$ cat src/rtl/clk_div_multi_if.sv
// Control/status bundle for the multi-channel clock divider: run enables,
// phase sync, divisor writes, and the per-channel clock/strobe/update flags.
interface clk_div_multi_if #(
  parameter int NCH   = 4,
  parameter int CH_W  = 2,
  parameter int CNT_W = 8
);
  logic [NCH-1:0]   en;
  logic             sync;
  logic             wr_en;
  logic [CH_W-1:0]  wr_ch;
  logic [CNT_W-1:0] wr_val;
  logic [NCH-1:0]   clk_out;
  logic [NCH-1:0]   clk_out_r;
  logic [NCH-1:0]   clk_out_f;
  logic [NCH-1:0]   pend;
  logic [NCH-1:0]   upd;

  modport master (
    output en, sync, wr_en, wr_ch, wr_val,
    input  clk_out, clk_out_r, clk_out_f, pend, upd
  );

  modport slave (
    input  en, sync, wr_en, wr_ch, wr_val,
    output clk_out, clk_out_r, clk_out_f, pend, upd
  );
endinterface

$ cat src/rtl/clk_div_multi.sv
// Multi-channel clock divider with runtime half-period, edge strobes and
// glitch-free divisor updates applied at falling edges, on disable or on sync.
module clk_div_multi #(
  parameter int NCH      = 4,
  parameter int CH_W     = 2,
  parameter int CNT_W    = 8,
  parameter int DEF_HALF = 1
) (
  input logic             clk,
  input logic             rst,
  clk_div_multi_if.slave  bus
);

  localparam logic [CNT_W-1:0] DEF_VAL = CNT_W'(DEF_HALF);

  logic [NCH-1:0] clk_vec;
  logic [NCH-1:0] rise_vec;
  logic [NCH-1:0] fall_vec;
  logic [NCH-1:0] pend_vec;
  logic [NCH-1:0] upd_vec;

  genvar gi;
  generate
    for (gi = 0; gi < NCH; gi++) begin : g_ch
      logic [CNT_W-1:0] cnt_reg;
      logic [CNT_W-1:0] act_reg;
      logic [CNT_W-1:0] shd_reg;
      logic             clk_reg;
      logic             pend_reg;
      logic             upd_reg;
      logic             tc;
      logic             fall;
      logic             wr_hit;
      logic             apply;

      // sync suppresses the terminal count so no strobe fires in the sync cycle
      assign tc     = bus.en[gi] & ~bus.sync & (cnt_reg == act_reg);
      assign fall   = tc & clk_reg;
      assign wr_hit = bus.wr_en & (bus.wr_ch == CH_W'(gi));
      // Every apply point coincides with cnt being cleared, so cnt never exceeds act
      assign apply  = pend_reg & (~bus.en[gi] | bus.sync | fall);

      always_ff @(posedge clk) begin
        if (rst) begin
          cnt_reg  <= '0;
          act_reg  <= DEF_VAL;
          shd_reg  <= DEF_VAL;
          clk_reg  <= 1'b0;
          pend_reg <= 1'b0;
          upd_reg  <= 1'b0;
        end else begin
          upd_reg <= apply;
          if (apply) begin
            act_reg <= shd_reg;
          end
          if (wr_hit) begin
            shd_reg  <= bus.wr_val;
            pend_reg <= 1'b1;
          end else if (apply) begin
            pend_reg <= 1'b0;
          end
          if (~bus.en[gi] | bus.sync) begin
            cnt_reg <= '0;
            clk_reg <= 1'b0;
          end else if (tc) begin
            cnt_reg <= '0;
            clk_reg <= ~clk_reg;
          end else begin
            cnt_reg <= cnt_reg + CNT_W'(1);
          end
        end
      end

      assign clk_vec[gi]  = clk_reg;
      assign rise_vec[gi] = tc & ~clk_reg;
      assign fall_vec[gi] = fall;
      assign pend_vec[gi] = pend_reg;
      assign upd_vec[gi]  = upd_reg;
    end
  endgenerate

  assign bus.clk_out   = clk_vec;
  assign bus.clk_out_r = rise_vec;
  assign bus.clk_out_f = fall_vec;
  assign bus.pend      = pend_vec;
  assign bus.upd       = upd_vec;

endmodule

$ cat src/flat_wrapper.sv
// flat-port wrapper written by rule: the top's interface ports become plain ports
module clk_div_multi_flat 
#(
  parameter int NCH      = 4,
  parameter int CH_W     = 2,
  parameter int CNT_W    = 8,
  parameter int DEF_HALF = 1
)
  (clk, rst, bus_en, bus_sync, bus_wr_en, bus_wr_ch, bus_wr_val, bus_clk_out, bus_clk_out_r, bus_clk_out_f, bus_pend, bus_upd);
  clk_div_multi_if #(.NCH(NCH), .CH_W(CH_W), .CNT_W(CNT_W)) bus_i ();
  input logic clk;
  input logic rst;
  input wire logic [$bits(bus_i.en)-1:0] bus_en;
  input wire logic [$bits(bus_i.sync)-1:0] bus_sync;
  input wire logic [$bits(bus_i.wr_en)-1:0] bus_wr_en;
  input wire logic [$bits(bus_i.wr_ch)-1:0] bus_wr_ch;
  input wire logic [$bits(bus_i.wr_val)-1:0] bus_wr_val;
  output wire logic [$bits(bus_i.clk_out)-1:0] bus_clk_out;
  output wire logic [$bits(bus_i.clk_out_r)-1:0] bus_clk_out_r;
  output wire logic [$bits(bus_i.clk_out_f)-1:0] bus_clk_out_f;
  output wire logic [$bits(bus_i.pend)-1:0] bus_pend;
  output wire logic [$bits(bus_i.upd)-1:0] bus_upd;
  assign bus_i.en = bus_en;
  assign bus_i.sync = bus_sync;
  assign bus_i.wr_en = bus_wr_en;
  assign bus_i.wr_ch = bus_wr_ch;
  assign bus_i.wr_val = bus_wr_val;
  assign bus_clk_out = bus_i.clk_out;
  assign bus_clk_out_r = bus_i.clk_out_r;
  assign bus_clk_out_f = bus_i.clk_out_f;
  assign bus_pend = bus_i.pend;
  assign bus_upd = bus_i.upd;
  clk_div_multi #(.NCH(NCH), .CH_W(CH_W), .CNT_W(CNT_W), .DEF_HALF(DEF_HALF)) u_core (.clk(clk), .rst(rst), .bus(bus_i));
endmodule
$ cat config.mk
export PLATFORM = sky130hd
export DESIGN_NAME = clk_div_multi_flat
export DESIGN_NICKNAME = d
export VERILOG_FILES = /design/src/rtl/clk_div_multi_if.sv /design/src/rtl/clk_div_multi.sv /design/src/flat_wrapper.sv
export SDC_FILE = /design/constraint.sdc
export NUM_CORES = 1
export LEC_CHECK = 0
export CAP_MARGIN = 15
export CELL_PAD_IN_SITES_DETAIL_PLACEMENT = 1
export CELL_PAD_IN_SITES_GLOBAL_PLACEMENT = 1
export CORE_AREA = 8 8 117 119
export DETAILED_ROUTE_END_ITERATION = 8
export DIE_AREA = 0 0 125 127
export HOLD_SLACK_MARGIN = 0.03
export PLACE_DENSITY = 0.81
export SYNTH_ARGS = -nofsm -noshare
export SYNTH_HDL_FRONTEND = slang
export SYNTH_SLANG_ARGS = --single-unit
$ cat constraint.sdc
create_clock -name clk -period 3.9 [get_ports clk]
set_input_delay 0.39 -clock clk [delete_from_list [all_inputs] [get_ports clk]]
set_output_delay 0.39 -clock clk [all_outputs]
set_load 0.03 [all_outputs]
* Word level (Yosys, flattened, before mapping)
Cells that the tools add are included.
** Word-level totals
- Output and inout bits :: 20
- Register bits :: 108
- Word-level logic and storage cells :: 97
** Operators by class
- Equal/unequal tests :: 7
- Reductions and logical operators :: 13
- Add/sub/neg operators :: 4
- Muxes and demuxes :: 8
- Bitwise operators :: 41
** Operators by type and width (number)
- $add A8 B1 Y8 const B :: 4
- $eq A8 B8 Y1 :: 4
- $and A1 B1 Y1 :: 24
- $reduce_or A3 Y1 :: 4
- $not A1 Y1 :: 9
- $mux W1 :: 8
- $or A1 B1 Y1 :: 8
- $reduce_bool A2 Y1 :: 4
- $reduce_or A2 Y1 :: 4
- $eq A2 B2 Y1 const B :: 2
- $eq A2 B1 Y1 const B :: 1
- $logic_not A2 Y1 :: 1

* Depth between registers and ports, before layout
Gate-level depths: netlist (run 1).
- Word-level depth :: 8
- Gate-level depth with buffers :: 7
- Gate-level depth less buffers :: 5

* Least setup slack after synthesis (run 1)
No wires, ideal clock.
- Path type :: register -> output
- From :: register u_core.g_ch[0].cnt_reg[4]
- To :: output bus_clk_out_r[0]
- Required time :: 3.510 ns
- Stages on the path, launching flop included :: 5
- Path slack :: 1.638 ns
- Arrival :: 1.872 ns
- Path buffers :: 1
- Cells stage by stage :: dfxtp_1 xnor2_1 nand4_1 buf_2 nor4_1
** On the way
- Longest elaborated chain between the ends :: 3
** Ends and longest elaborated chain
- start: declaration :: RTL line clk_div_multi.sv:25 : logic [CNT_W-1:0] cnt_reg;
- start signal: assignment :: RTL line clk_div_multi.sv:69 : cnt_reg <= cnt_reg + CNT_W'(1);
- $eq A8 B8 Y1 :: RTL line clk_div_multi.sv:37 : assign tc = bus.en[gi] & ~bus.sync & (cnt_reg == act_reg);
- $and A1 B1 Y1 :: RTL line clk_div_multi.sv:37
- $and A1 B1 Y1 :: RTL line clk_div_multi.sv:75 : assign rise_vec[gi] = tc & ~clk_reg;
- end: declaration :: RTL line flat_wrapper.sv:19 : output wire logic [$bits(bus_i.clk_out_r)-1:0] bus_clk_out_r;
No other way between the ends.

* Worst setup path in the final report (run 1)
- From :: register u_core.g_ch[0].cnt_reg[4]
- To :: output bus_clk_out_f[0]
** On the way
- Longest elaborated chain between the ends :: 3
** Ends and longest elaborated chain
- $eq A8 B8 Y1 :: RTL line clk_div_multi.sv:37
- $and A1 B1 Y1 :: RTL line clk_div_multi.sv:37
- $and A1 B1 Y1 :: RTL line clk_div_multi.sv:38 : assign fall = tc & clk_reg;
- end: declaration :: RTL line flat_wrapper.sv:20 : output wire logic [$bits(bus_i.clk_out_f)-1:0] bus_clk_out_f;
No other way between the ends.

==> impl_metrics.py, run 1 <==
metrics = {
    "timing": {
        "setup_violations": 0,
        "finClkSkew_ns": 0.005053,
        "grt_setup_unrepaired": "false",
        "period_needed_ns": 3.130,
        "worst_pin_slew_ns": 1.122,
        "maxSlewHeadroom_pct": 24.94,
        "fmax_ghz": 0.3195,
        "hold_viol_final": 0,
        "tns_ns": 0,
        "drv_slew": 0,
        "holdWs_ns": 0.4775,
        "period_share_pct": 80.24,
    },
    "detailed_routing": {
        "dr_total_vias": 4792,
        "wl_um": 15060,
        "viasPerCell": 6.120,
        "remaining_drc_errors": 0,
        "routedWlPerCell_um": 19.23,
        "firstDrtPassIters": 4,
        "ant_nets": 0,
        "drt_iter0_markers": 355,
    },
    "grt": {
        "grt_pass1_vias": 5050,
        "grt_overflow": 0,
        "grt_max_degree": 66,
        "antenna_found_initial": 0,
        "grt.total_usage_pct": 19.10,
        "grt_pass1_wl_um": 25190,
    },
    "logic_synthesis": {
        "synthesis.nets": 665,
        "yosysSeqAreaShare_pct": 37.94,
        "synth_top_area_cell": "dfxtp_1",
        "synth_area_leaders": "dfxtp_1, xnor2_1, nand3_1, xor2_1, and3_1",
        "synth_seq_cells": 108,
        "synth_ff_type": "dfxtp_1",
        "synthesis.instances": 643,
        "synth_top_cell_area_share_pct": 37.94,
        "yosysUniqueCellTypes": 59,
        "async_flop_share_pct": 0,
        "synth-edff-count": 0,
        "syn_area_sq_um": 5698,
        "avgSynthCellArea_sq_um": 8.862,
        "yosys_warnings": 0,
    },
    "critical_path": {
        "timing.rr.start": "u_core.g_ch[3].pend_reg",
        "critPathLaunch": "u_core.g_ch[0].cnt_reg[4]",
        "endpoint_kind": "output pin",
        "critical_path_required_ns": 3.51,
        "start_kind": "flip-flop",
        "crit_fanout": 13,
        "critPathKind": "flip-flop to output pin",
        "cp.arrival_ns": 2.74,
    },
    "finish": {
        "area_delta_synth_final_pct": 9.069,
        "design_area_sq_um": 6215,
        "nets": 653,
        "antenna-diode-count": 0,
        "drive_gt1_share_pct": 7.547,
    },
    "cts": {
        "root_buffer": "clkbuf_16",
        "clkTransAtPathRegs_ns": 0.07,
        "ctsHtreeMaxLevel": 3,
        "cts_hold_buf": 0,
        "clock-sinks": 108,
        "clk_latency_ns": 0.35,
        "cts_tree": "built",
        "cts_resized": 0,
        "cts_inserted_buffers": 9,
        "cts_buffer_depth": 2,
        "postCtsSetupBuffers": 0,
    },
    "status": {
        "outcome": "complete, no violations",
    },
    "die": {
        "die_area_sq_um": 15880,
        "fp.dieH_um": 127,
        "start_util_pct": 48.24,
        "die_w_um": 125,
        "num_rows": 40,
        "io_pins": 38,
        "core_sq_um": 11810,
    },
    "power_and_ir_drop": {
        "vdd_drop_max_v": 0.0001628,
        "powerDensity_nw_per_um2": 375.9,
        "leakagePower_nw": 2.261,
    },
    "place": {
        "place_hpwl_um": 10340,
        "gp_congestion": 0.8103,
        "place_area_sq_um": 5911,
        "port_buffers": 37,
    },
    "flow_run": {
        "drv_cap": 0,
    },
    "worst_hold_path": {
        "hp-class": "flip-flop to flip-flop",
        "hp-start": "u_core.g_ch[2].shd_reg[3]",
    },
}
## logic make-up after synthesis
kind of cell / after synthesis / synth area share (%)
compound gates: 128 / 17.72
xor+xnor: 56 / 8.608
fa+ha+maj: 4 / 0.8784
mux: 15 / 2.723
flops: 108 / 37.94
simple gates: 254 / 24.64
buf+inv: 78 / 7.488
## worst max-delay path, cell delays in order, from the launching register on
cell             delay (ns)
dfxtp_1                0.42
xnor2_1                0.16
nand4_1                0.45
nor4_1                 0.57
clkdlybuf4s50_1        0.78
## final cells by class
class / instances / area [sq um]
fillers: 1376 / 5597
multi-input cells: 457 / 3109
flip-flops and latches: 108 / 2162
repair buffers: 43 / 410.4
clock buffers: 12 / 256.5
well taps: 147 / 183.9
clock inverters: 4 / 47.55
inverters: 12 / 45.04
## cell usage after synthesis, drive strengths merged, types with 2 or more instances
library cell	count
inv	12
o21ai	3
o211ai	14
a211oi	22
nand2b	25
a21oi	17
dfxtp	108
nor3b	3
xor2	23
xnor2	33
and4	14
and3	29
and2	6
a211o	7
mux2i	14
clkbuf	23
nand2	45
nand3	52
a31oi	24
nor2b	3
o2111ai	7
o311ai	15
a31o	2
o31a	2
buf	43
nor2	38
nor3	15
a41oi	7
nor4	13
nand4	7
ha	4
a311o	4
## stage by stage
| step | power, mW | util (%) | std cells | setup slack, ns |
|---|---|---|---|---|
| after global routing | 2.419 | 52.62 | 783 | 0.5633 |
| after global placement | 1.401 | 50.04 | 767 | 0.9961 |
| after floorplan | 1.341 | - | 643 | 1.638 |
| after CTS | 2.355 | 52.62 | 783 | 0.7603 |
| final | 2.336 | 52.62 | 783 | 0.7705 |
| after detailed placement | 1.411 | 50.04 | 767 | 0.9533 |
## final timing paths
path	endpoint	slack, ns	cells past startpoint
min reg2reg	u_core.g_ch[2].shd_reg[3]	0.48	2
min	u_core.g_ch[2].shd_reg[3]	0.48	2
max reg2reg	u_core.g_ch[3].act_reg[0]	1.89	4
max	bus_clk_out_f[0]	0.77	4
## layout by cell type, fill, tap and decap left out, drive strengths merged, types with 4 or more instances in the layout
master         synthesis  final
a211o                  7      7
a211oi                22     22
a21oi                 17     17
a311o                  4      4
a31oi                 24     24
a41oi                  7      7
and2                   6      6
and3                  29     29
and4                  14     14
buf                   43      7
clkbuf                23     12
clkdlybuf4s50          0     36
dfxtp                108    108
ha                     4      4
inv                   12     12
mux2i                 14     14
nand2                 45     45
nand2b                25     25
nand3                 52     52
nand4                  7      7
nor2                  38     38
nor3                  15     15
nor4                  13     13
o2111ai                7      7
o211ai                14     14
o311ai                15     15
xnor2                 33     33
xor2                  23     23
## report_power, final
part | internal (mW) | switching, mW
registers | 1.13 | 0.0247
logic | 0.0783 | 0.156
clock network | 0.532 | 0.417
total | 1.74 | 0.598
## layer usage
layer | track usage, % | vias up | part of all wire, %
met2 | 32.28 | 78 | 50
met4 | 8.596 | 0 | 2.3
li1 | - | 2312 | -
met5 | 0 | - | 0
met3 | 3.120 | 27 | 3.6
met1 | 23.52 | 2375 | 44
Note: power is estimated with default switching activity, not from simulation.
==> run 2, diff against run 1 <==
- CORE_AREA: 8 8 117 119 -> 8 8 127 129
- DIE_AREA: 0 0 125 127 -> 0 0 135 137
- PLACE_DENSITY: 0.81 -> 0.72
- clock period: 3.9 -> 2.8 ns (I/O delays scaled with it)
==> run 2 against run 1 <==
Combinational power rose by 47%. Utilization fell by 8.1 points. Power rose by 41%. Largest cell class unchanged. Register-to-register slack got worse by 0.98 ns. Count of clock-buffer cells in the layout did not move. Critical endpoint unchanged. Critical path type unchanged.
==> impl_metrics.py, run 2 (synthesis results as in run 1) <==
metrics = {
    "detailed_routing": {
        "wl_um": 15500,
        "routedWlPerCell_um": 18.70,
        "firstDrtPassIters": 4,
        "viasPerCell": 5.786,
        "dr_total_vias": 4797,
        "drt_iter0_markers": 375,
        "remaining_drc_errors": 0,
        "ant_nets": 0,
    },
    "die": {
        "core_sq_um": 14200,
        "num_rows": 44,
        "io_pins": 38,
        "die_area_sq_um": 18500,
        "start_util_pct": 40.12,
        "fp.dieH_um": 137,
        "die_w_um": 135,
    },
    "timing": {
        "setup_violations": 0,
        "drv_slew": 0,
        "maxSlewHeadroom_pct": 31.97,
        "tns_ns": 0,
        "fmax_ghz": 0.3794,
        "period_needed_ns": 2.636,
        "finClkSkew_ns": 0.005602,
        "grt_setup_unrepaired": "false",
        "period_share_pct": 94.14,
        "worst_pin_slew_ns": 1.017,
        "holdWs_ns": 0.4451,
        "hold_viol_final": 0,
    },
    "power_and_ir_drop": {
        "leakagePower_nw": 2.311,
        "p_comb_share_pct": 10.5,
        "swShare_pct": 25.91,
        "power_frac_clock_pct": 40.5,
        "vdd_drop_max_v": 0.0003025,
        "powerDensity_nw_per_um2": 518.7,
        "p_switching_uw": 850.4,
        "intPower_mw": 2.432,
        "pwr-share-seq_pct": 48.9,
    },
    "finish": {
        "multi_input_area_sq_um": 3114,
        "ff_latch_area_sq_um": 2162,
        "layout_common_cells": "dfxtp_1, nand3_1, nand2_1",
        "antenna-diode-count": 0,
        "area_delta_synth_final_pct": 11.07,
        "nets": 662,
        "final_common_cell": "dfxtp_1",
        "fillCellCount": 1651,
        "drive_gt1_share_pct": 9.302,
    },
    "cts": {
        "cts_resized": 0,
        "root_buffer": "clkbuf_16",
        "cts_tree": "built",
        "cts_buffer_depth": 2,
        "clkTransAtPathRegs_ns": 0.07,
        "cts_hold_buf": 0,
        "clk_latency_ns": 0.36,
        "ctsHtreeMaxLevel": 3,
        "postCtsSetupBuffers": 0,
        "cts_inserted_buffers": 9,
        "clock-sinks": 108,
    },
    "critical_path": {
        "crit_path_end": "bus_clk_out_f[0]",
        "critPathLaunch": "u_core.g_ch[0].cnt_reg[2]",
        "start_kind": "flip-flop",
        "r2r_cells": 4,
        "rrSetupSlack_ns": 0.91,
        "cp.arrival_ns": 2.36,
        "rr_endpoint": "u_core.g_ch[3].act_reg[0]",
        "crit_fanout": 5,
        "critPathKind": "flip-flop to output pin",
        "endpoint_kind": "output pin",
        "timing.rr.start": "u_core.g_ch[3].pend_reg",
        "critical_path_required_ns": 2.52,
    },
    "grt": {
        "grt_pass1_vias": 5062,
        "grt.total_usage_pct": 17.11,
        "antenna_found_initial": 0,
        "grt_overflow": 0,
        "grt_max_degree": 50,
        "grt_pass1_wl_um": 25600,
    },
    "place": {
        "port_buffers": 37,
        "gp_congestion": 0.7536,
        "place_hpwl_um": 10790,
    },
    "flow_run": {
        "drv_cap": 0,
    },
    "status": {
        "outcome": "complete, no violations",
    },
    "worst_hold_path": {
        "hp-class": "input pin to flip-flop",
    },
}
[run 2: worst min path at each step]
stage                                 to                       from  cells past startpoint
2_1_floorplan  u_core.g_ch[2].shd_reg[1]              bus_wr_val[1]                      2
3_3_place_gp   u_core.g_ch[2].shd_reg[4]  u_core.g_ch[2].shd_reg[4]                      2
3_5_place_dp   u_core.g_ch[2].shd_reg[3]  u_core.g_ch[2].shd_reg[3]                      2
4_1_cts        u_core.g_ch[3].shd_reg[1]                        rst                      3
5_1_grt        u_core.g_ch[3].shd_reg[6]                        rst                      3
6_report       u_core.g_ch[3].shd_reg[1]                        rst                      3
[run 2: power groups by stage]
stage,Clock [mW],Sequential (mW),Combinational (mW)
finish,1.33,1.61,0.345
global route,1.43,1.61,0.374
CTS,1.37,1.61,0.344
detailed placement,0,1.64,0.341
global placement,0,1.64,0.329
floorplan,0,1.63,0.241
[run 2: area by class of cell]
type	count	share of cell area, %
clock buffers	12	4.053
clock inverters	4	0.7513
inverters	12	0.7117
multi-input cells	457	49.21
flip-flops and latches	108	34.16
well taps	184	3.638
repair buffers	52	7.473
[run 2: stage by stage]
| step | instances | power (mW) | setup slack [ns] | area (sq um) | utilization (%) |
|---|---|---|---|---|---|
| floorplan | 643 | 1.867 | 0.6477 | 5698 | - |
| global placement | 813 | 1.969 | 0.2732 | 6025 | 42.42 |
| detailed placement | 813 | 1.983 | 0.2368 | 6025 | 42.42 |
| CTS | 829 | 3.324 | 0.1473 | 6329 | 44.56 |
| global route | 829 | 3.415 | 0.05169 | 6329 | 44.56 |
| finish | 829 | 3.283 | 0.1642 | 6329 | 44.56 |
[run 2: routing by layer]
layer	global-route usage [%]	vias up	part of all wire, %	wire length, um
met1	21.07	2370	46	7120
met4	6.231	0	1.3	203
met5	0	-	0	0
met3	3.047	14	3.3	515
li1	-	2337	-	-
met2	29.31	76	49	7662
[run 2: critical path: stages, from the launching register on]
cell             delay [ns]
dfxtp_1                0.42
xnor2_1                0.17
nand4_1                0.18
nor4_1                 0.47
clkdlybuf4s50_1        0.76
==> run 3, diff against run 2 <==
- CORE_AREA: 8 8 127 129 -> 8 8 115 143
- DIE_AREA: 0 0 135 137 -> 0 0 123 151
==> run 3 against run 2 <==
Cell count decreased by 0.48%. Wire length shrank 1.4%. Worst setup slack better by 0.028 ns. Critical path depth unchanged. Sequential power about the same. Worst hold slack worse by 0.086 ns. Combinational power is essentially flat. Utilization hardly changed. Design area about the same. Count of clock-buffer cells in the layout is 1 lower. Die area is 0.42% higher. Critical endpoint unchanged.
==> impl_metrics.py, run 3 (synthesis results as in run 1) <==
metrics = {
    "timing": {
        "worst_pin_slew_ns": 1.011,
        "tns_ns": 0,
        "period_share_pct": 93.12,
        "period_needed_ns": 2.607,
        "finClkSkew_ns": 0.009112,
        "grt_setup_unrepaired": "false",
        "setup_slack_ns": 0.1925,
        "drv_slew": 0,
        "hold_viol_final": 0,
        "fmax_ghz": 0.3835,
        "maxSlewHeadroom_pct": 32.37,
        "setup_violations": 0,
    },
    "status": {
        "outcome": "complete, no violations",
    },
    "cts": {
        "cts_buffer_depth": 2,
        "cts_resized": 0,
        "cts_inserted_buffers": 9,
        "clock-sinks": 108,
        "clkTransAtPathRegs_ns": 0.07,
        "postCtsSetupBuffers": 0,
        "root_buffer": "clkbuf_16",
        "clk_latency_ns": 0.36,
        "cts_hold_buf": 0,
        "cts_tree": "built",
        "ctsHtreeMaxLevel": 3,
    },
    "die": {
        "fp.dieH_um": 151,
        "die_area_sq_um": 18570,
        "core_sq_um": 14220,
        "die_w_um": 123,
        "start_util_pct": 40.06,
        "io_pins": 38,
        "num_rows": 49,
    },
    "grt": {
        "grt.total_usage_pct": 16.98,
        "grt_pass1_vias": 5000,
        "grt_max_degree": 33,
        "grt_overflow": 0,
        "grt_pass1_wl_um": 25220,
        "antenna_found_initial": 0,
    },
    "critical_path": {
        "critPathMaxStageDelay_ns": 0.75,
        "cp_top_family": "buffers and inverters",
        "endpoint_kind": "output pin",
        "start_kind": "flip-flop",
        "path_cells": "xnor2_1 > nand4_1 > nor4_1 > clkdlybuf4s50_1",
        "critPathKind": "flip-flop to output pin",
        "cp.arrival_ns": 2.33,
        "crit_fanout": 5,
        "critPathSlowestCell": "clkdlybuf4s50_1",
        "path_buf_inv": 1,
        "critical_path_required_ns": 2.52,
    },
    "place": {
        "dpl_worst_slack_ns": 0.2174,
        "gp_congestion": 0.7703,
        "port_buffers": 37,
        "place_hpwl_um": 10590,
    },
    "finish": {
        "area_delta_synth_final_pct": 11.15,
        "layout_common_cells": "dfxtp_1, nand3_1, nand2_1",
        "antenna-diode-count": 0,
        "nets": 664,
        "drive_gt1_share_pct": 9.274,
        "final_common_cell": "dfxtp_1",
        "fillCellCount": 1671,
    },
    "flow_run": {
        "drv_cap": 0,
    },
    "detailed_routing": {
        "wl_um": 15280,
        "dr_total_vias": 4839,
        "remaining_drc_errors": 0,
        "viasPerCell": 5.865,
        "firstDrtPassIters": 4,
        "routedWlPerCell_um": 18.52,
        "drt_iter0_markers": 263,
        "ant_nets": 0,
    },
    "power_and_ir_drop": {
        "powerDensity_nw_per_um2": 516.1,
        "leakagePower_nw": 2.306,
        "vdd_drop_max_v": 0.0002342,
    },
    "worst_hold_path": {
        "hp-class": "input pin to flip-flop",
    },
}
[run 3: worst paths after layout]
kind,to,slack (ns),cells past startpoint,from
worst min-delay path,u_core.g_ch[0].shd_reg[1],0.36,2,rst
worst min register to register,u_core.g_ch[2].shd_reg[7],0.47,2,u_core.g_ch[2].shd_reg[7]
worst max register to register,u_core.g_ch[3].act_reg[0],0.86,4,u_core.g_ch[3].pend_reg
worst max-delay path,bus_clk_out_f[0],0.19,4,u_core.g_ch[0].cnt_reg[0]
[run 3: report_power, final]
part | total (mW) | internal, mW | switching [mW]
registers | 1.61 | 1.57 | 0.0341
logic | 0.343 | 0.121 | 0.222
clock network | 1.32 | 0.721 | 0.599
total | 3.27 | 2.41 | 0.855
[run 3: layer usage]
layer  GRT usage (%)  wire, um  vias up
met3           3.059       588       24
met4           6.820       308        0
met1           20.76      6751     2373
met5               0         0        -
met2           28.79      7632      106
li1                -         -     2336
[run 3: layout make-up]
cell class | instances | area, sq um | area share [%]
sequential | 108 | 2162 | 34.14
tap | 178 | 222.7 | 3.516
clock inverter | 5 | 61.31 | 0.9680
multi-input combinational | 457 | 3109 | 49.09
timing repair buffer | 54 | 490.5 | 7.744
clock buffer | 11 | 242.7 | 3.832
inverter | 12 | 45.04 | 0.7112
[run 3: through the flow]
step / util, % / instance area, sq um / total power [mW] / hold slack, ns / std cells
2_1_floorplan: - / 5698 / 1.867 / 0.4160 / 643
3_3_place_gp: 42.39 / 6030 / 1.973 / 0.4600 / 809
3_5_place_dp: 42.39 / 6030 / 1.983 / 0.4660 / 809
4_1_cts: 44.53 / 6334 / 3.303 / 0.3653 / 825
5_1_grt: 44.53 / 6334 / 3.403 / 0.3915 / 825
6_report: 44.53 / 6334 / 3.269 / 0.3591 / 825
